[src/rtl/alu_arbiter.sv]
// Two-requester arbiter sharing one combinational ALU, with a one-entry registered response buffer.
// Define ALU_ARB_FIXED_PRIO_EN to give r0 fixed priority; default build is round-robin.
module alu_arbiter #(
    parameter int DATA_WIDTH = 32,
    parameter int OP_WIDTH   = 7
) (
    input  logic                  clk,
    input  logic                  reset_n,
    input  logic                  r0_valid,
    output logic                  r0_ready,
    input  logic [OP_WIDTH-1:0]   r0_op,
    input  logic [DATA_WIDTH-1:0] r0_in_1,
    input  logic [DATA_WIDTH-1:0] r0_in_2,
    output logic                  r0_rsp_valid,
    input  logic                  r0_rsp_ready,
    output logic [DATA_WIDTH-1:0] r0_rsp_result,
    output logic                  r0_rsp_bcond,
    input  logic                  r1_valid,
    output logic                  r1_ready,
    input  logic [OP_WIDTH-1:0]   r1_op,
    input  logic [DATA_WIDTH-1:0] r1_in_1,
    input  logic [DATA_WIDTH-1:0] r1_in_2,
    output logic                  r1_rsp_valid,
    input  logic                  r1_rsp_ready,
    output logic [DATA_WIDTH-1:0] r1_rsp_result,
    output logic                  r1_rsp_bcond,
    output logic [OP_WIDTH-1:0]   alu_op,
    output logic [DATA_WIDTH-1:0] alu_in_1,
    output logic [DATA_WIDTH-1:0] alu_in_2,
    input  logic [DATA_WIDTH-1:0] alu_result,
    input  logic                  alu_bcond
);

    logic                  rsp_full_q,   rsp_full_d;
    logic                  rsp_owner_q,  rsp_owner_d;
    logic [DATA_WIDTH-1:0] rsp_result_q, rsp_result_d;
    logic                  rsp_bcond_q,  rsp_bcond_d;
    logic                  last_grant_q, last_grant_d;

    logic [1:0] req_valid;
    logic [1:0] req_rsp_ready;
    logic [1:0] req_ready;
    logic [1:0] req_rsp_valid;

    logic drain;
    logic can_accept;
    logic grant;
    logic accept;

    assign req_valid     = {r1_valid, r0_valid};
    assign req_rsp_ready = {r1_rsp_ready, r0_rsp_ready};

    assign drain      = rsp_full_q && req_rsp_ready[rsp_owner_q];
    // Gated by reset_n so ready reads 0 while reset is held, not only after the registers clear.
    assign can_accept = reset_n && (!rsp_full_q || drain);

    always_comb begin
        grant = ~last_grant_q;
        if (req_valid == 2'b01) begin
            grant = 1'b0;
        end else if (req_valid == 2'b10) begin
            grant = 1'b1;
        end else if (req_valid == 2'b11) begin
`ifdef ALU_ARB_FIXED_PRIO_EN
            grant = 1'b0;
`else
            grant = ~last_grant_q;
`endif
        end
    end

    assign accept = can_accept && req_valid[grant];

    generate
        for (genvar gi = 0; gi < 2; gi++) begin : g_req
            assign req_ready[gi]     = accept && (grant == gi[0]);
            assign req_rsp_valid[gi] = rsp_full_q && (rsp_owner_q == gi[0]);
        end
    endgenerate

    assign r0_ready      = req_ready[0];
    assign r1_ready      = req_ready[1];
    assign r0_rsp_valid  = req_rsp_valid[0];
    assign r1_rsp_valid  = req_rsp_valid[1];
    assign r0_rsp_result = rsp_result_q;
    assign r1_rsp_result = rsp_result_q;
    assign r0_rsp_bcond  = rsp_bcond_q;
    assign r1_rsp_bcond  = rsp_bcond_q;

    always_comb begin
        alu_op   = '0;
        alu_in_1 = '0;
        alu_in_2 = '0;
        if (accept) begin
            alu_op   = grant ? r1_op   : r0_op;
            alu_in_1 = grant ? r1_in_1 : r0_in_1;
            alu_in_2 = grant ? r1_in_2 : r0_in_2;
        end
    end

    always_comb begin
        rsp_full_d   = rsp_full_q;
        rsp_owner_d  = rsp_owner_q;
        rsp_result_d = rsp_result_q;
        rsp_bcond_d  = rsp_bcond_q;
        last_grant_d = last_grant_q;
        if (accept) begin
            rsp_full_d   = 1'b1;
            rsp_owner_d  = grant;
            rsp_result_d = alu_result;
            rsp_bcond_d  = alu_bcond;
            last_grant_d = grant;
        end else if (drain) begin
            rsp_full_d   = 1'b0;
        end
    end

    always_ff @(posedge clk or negedge reset_n) begin
        if (!reset_n) begin
            rsp_full_q   <= 1'b0;
            rsp_owner_q  <= 1'b0;
            rsp_result_q <= '0;
            rsp_bcond_q  <= 1'b0;
            last_grant_q <= 1'b1;
        end else begin
            rsp_full_q   <= rsp_full_d;
            rsp_owner_q  <= rsp_owner_d;
            rsp_result_q <= rsp_result_d;
            rsp_bcond_q  <= rsp_bcond_d;
            last_grant_q <= last_grant_d;
        end
    end

endmodule

[config.mk]
export PLATFORM = sky130hd
export DESIGN_NAME = alu_arbiter
export DESIGN_NICKNAME = d
export VERILOG_FILES = /design/src/rtl/alu_arbiter.sv
export SDC_FILE = /design/constraint.sdc
export NUM_CORES = 1
export LEC_CHECK = 0
export CORE_AREA = 2 2 124 126
export DETAILED_ROUTE_END_ITERATION = 6
export DIE_AREA = 0 0 126 128
export PLACE_DENSITY_LB_ADDON = 0.12
export REMOVE_ABC_BUFFERS = 1
export SETUP_SLACK_MARGIN = 0.1
export SYNTH_ARGS = -nofsm -noshare
export SYNTH_HDL_FRONTEND = slang
export SYNTH_SLANG_ARGS = --single-unit
[constraint.sdc]
create_clock -name clk -period 1.45 [get_ports clk]
set_input_delay 0.145 -clock clk [delete_from_list [all_inputs] [get_ports clk]]
set_output_delay 0.145 -clock clk [all_outputs]
set_load 0.01 [all_outputs]
==> results.yml <==
floorplan:
  dieWidth_um: 126
  rows: 45
  die_area_um2: 16100
  io_pins: 322
  core_area_um2: 14900
  die_y_um: 128
  start_util_pct: 20.9
cts:
  cts_root_buf: "clkbuf_16"
  cts_buffers: 5
  cts_tree: "yes"
  htreeDepth: 2
  cts.sinks: 36
  clkTransAtPathRegs_ps: 50
  clk_latency_ps: 280
  clockBufferDepth: 2
global_routing:
  grt_pass1_vias: 4499
  grtUsageMet2_pct: 37.9
  grt_use_met3_pct: 4.76
  grt_pass1_wl_mm: 25.5
  grt_start_max_net_pins: 45
  grtUsageTotal_pct: 20.2
  antenna_found_initial: 0
  use_met1_pct: 23.0
  gr-total-overflow: 0
  busiest_layer: "met2"
placement:
  dp_hpwl_mm: 11.7
  gp_congestion: 0.895
  dp_cells: 852
  dp_slack_ps: -840
  placed_area_um2: 6540
  numPortBuffers: 321
setup_path:
  crit_arrival_ps: 1760
  setup.worst_path.end_class: "primary output"
  criticalPathCategory: "flop to primary output"
  cp.required_ps: 1310
  crit_chain: "buf_6 -> buf_6 -> nand2_8 -> clkbuf_16 -> clkbuf_16 -> nand3_1 -> a21oi_1 -> buf_2"
  critPathMaxFanout: 5
  critPathLaunchType: "flop"
  slowest_delay_ps: 560
  cp_slowest_cell: "dfstp_2"
routing:
  routedWlPerCell_um: 19.9
  routed_wl_mm: 18.0
  drt_iter0_drc: 100
  num_vias: 4359
  vias_per_cell: 4.81
  drc: 0
  drt-pass1-iter-count: 6
  detail-route-antenna-nets: 0
outcome:
  failed_checks: "setup timing"
  status: "finished, violations left"
pwr:
  power.density_nw_per_um2: 888
  power_leakage_nw: 3.69
  peakVddDrop_v: 0.000660
  total_power_mw: 7.01
layout:
  finalInstanceArea_um2: 7900
  stdcell_count: 906
  diodes: 0
  nets: 899
  synthToLayoutAreaGrowth_pct: 154
  drive_gt1_share_pct: 45.7
sta:
  max_slew_margin_pct: 69.6
  setup_viol: 107
  hold_viol: 0
  worst_hold_slack_ps: 25.0
  fmax_ghz: 0.526
  clock_skew_ps: 2.93
  rsz0062_at_grt: "yes"
  tightest_slew_ps: 457
  timing.final.crit_share_pct: 131
  maxSlewViolCount: 0
  setup_ws_ps: -452
  min_period_ps: 1900
synth:
  synth.avg_cell_area_um2: 8.22
  synthCells: 378
  synth-edff-count: 0
  ys.warnings.count: 0
  synth-main-ff-cell: "dfrtp_1"
  ys_seq_area_share_pct: 29.0
  ys_ff_latch: 36
  synthArstFlopShare_pct: 100
  synthesis.area_um2: 3110
  yosysUniqueCellTypes: 26
hold_path:
  hold_path.class: "input pin to async pin"
run:
  drv_cap: 0
cell type report:
cell class / count / area, um^2
Fill cell: 1413 / 6970
Timing Repair Buffer: 409 / 4230
Multi-Input combinational cell: 264 / 2380
Sequential cell: 36 / 902
Tap cell: 188 / 235
Clock buffer: 5 / 125
Clock inverter: 2 / 12.5
Inverter: 2 / 7.51
per-stage QoR:
stage | util (%) | TNS (ps)
after global routing | 53.1 | -44710
after CTS | 48.6 | -40370
after global placement | 44.0 | -66680
after detailed placement | 44.0 | -69470
final | 53.1 | -38620
after floorplan | - | -203780
final timing paths:
kind | end | slack, ps | from | cells past startpoint
min in group clk | last_grant_q | 330 | reset_n | 5
setup reg to reg | r0_rsp_result[13] | -320 | rsp_owner_q | 7
hold / removal | rsp_owner_q | 20 | reset_n | 3
max in group asynchronous | last_grant_q | 1080 | reset_n | 3
setup / recovery | alu_in_1[10] | -450 | last_grant_q | 8
hold reg to reg | r0_rsp_result[24] | 530 | r0_rsp_result[24] | 1
power by group:
group          leakage, nW  switching (mW)  internal (mW)  total, mW
Clock               0.0657           0.399          0.623       1.02
Combinational         3.20            1.92           2.60       4.53
Sequential           0.420           0.209           1.25       1.46
logic make-up (layout without fill, tap and decap cells):
kind of cell / after synthesis / in the layout / share of synthesized area [%]
compound gates: 150 / 150 / 25.0
buf+inv: 78 / 418 / 17.2
flops: 36 / 36 / 29.0
mux: 34 / 34 / 15.9
simple gates: 80 / 80 / 12.9
worst max-delay path: cells and delay by family (launching register included):
kind / cells / cell delay (ps)
DFF: 1 / 560
buffers and inverters: 5 / 700
AOI/OAI and AO/OA: 1 / 60
and+or+nand+nor: 2 / 150
cell usage after synthesis, types with 2 or more instances:
cell / number / share of area, %
buf_4: 33 / 8.0
buf_6: 9 / 3.3
mux2_2: 3 / 1.1
clkbuf_1: 30 / 3.6
inv_1: 2 / 0.24
a21oi_1: 72 / 12
buf_12: 3 / 1.9
nor2_1: 3 / 0.36
dfrtp_1: 35 / 28
mux2_4: 30 / 14
and2_1: 2 / 0.40
o21ai_0: 71 / 11
nand3_1: 72 / 12
cells in the final DEF (no fill, tap or decap), types with 12 or more instances in the layout:
| master | Yosys | layout |
|---|---|---|
| dfrtp_1 | 35 | 35 |
| mux2_4 | 30 | 33 |
| dlymetal6s2s_1 | 0 | 29 |
| clkdlybuf4s50_1 | 0 | 177 |
| nand3_4 | 0 | 17 |
| a21oi_1 | 72 | 27 |
| buf_2 | 1 | 73 |
| buf_4 | 33 | 24 |
| clkbuf_16 | 0 | 12 |
| o21ai_1 | 0 | 41 |
| dlygate4sd2_1 | 0 | 39 |
| buf_12 | 3 | 21 |
| a21oi_2 | 0 | 44 |
| buf_6 | 9 | 21 |
| o21ai_0 | 71 | 25 |
| nand3_2 | 0 | 47 |
sequential cells by signal, indices dropped and copies added (netlist names):
name,count
r0_rsp_result,32
last_grant_q,1
r0_rsp_bcond,1
rsp_full_q,1
rsp_owner_q,1
routing by layer:
layer | part of all wire [%] | vias to the layer above
met2 | 53 | 225
met1 | 38 | 2099
met4 | 2.0 | 0
li1 | - | 2016
met3 | 7.7 | 19
met5 | 0 | -
timing repair:
| action | CTS | global route |
|---|---|---|
| setup endpoints to repair | 170 | 139 |
| resized for setup | 460 | 148 |
| hold buffers | 0 | 0 |
| gates cloned | 12 | 7 |
| setup buffers | 25 | 9 |
| pin swaps | 30 | 41 |
(Power assumes the default switching activity.)
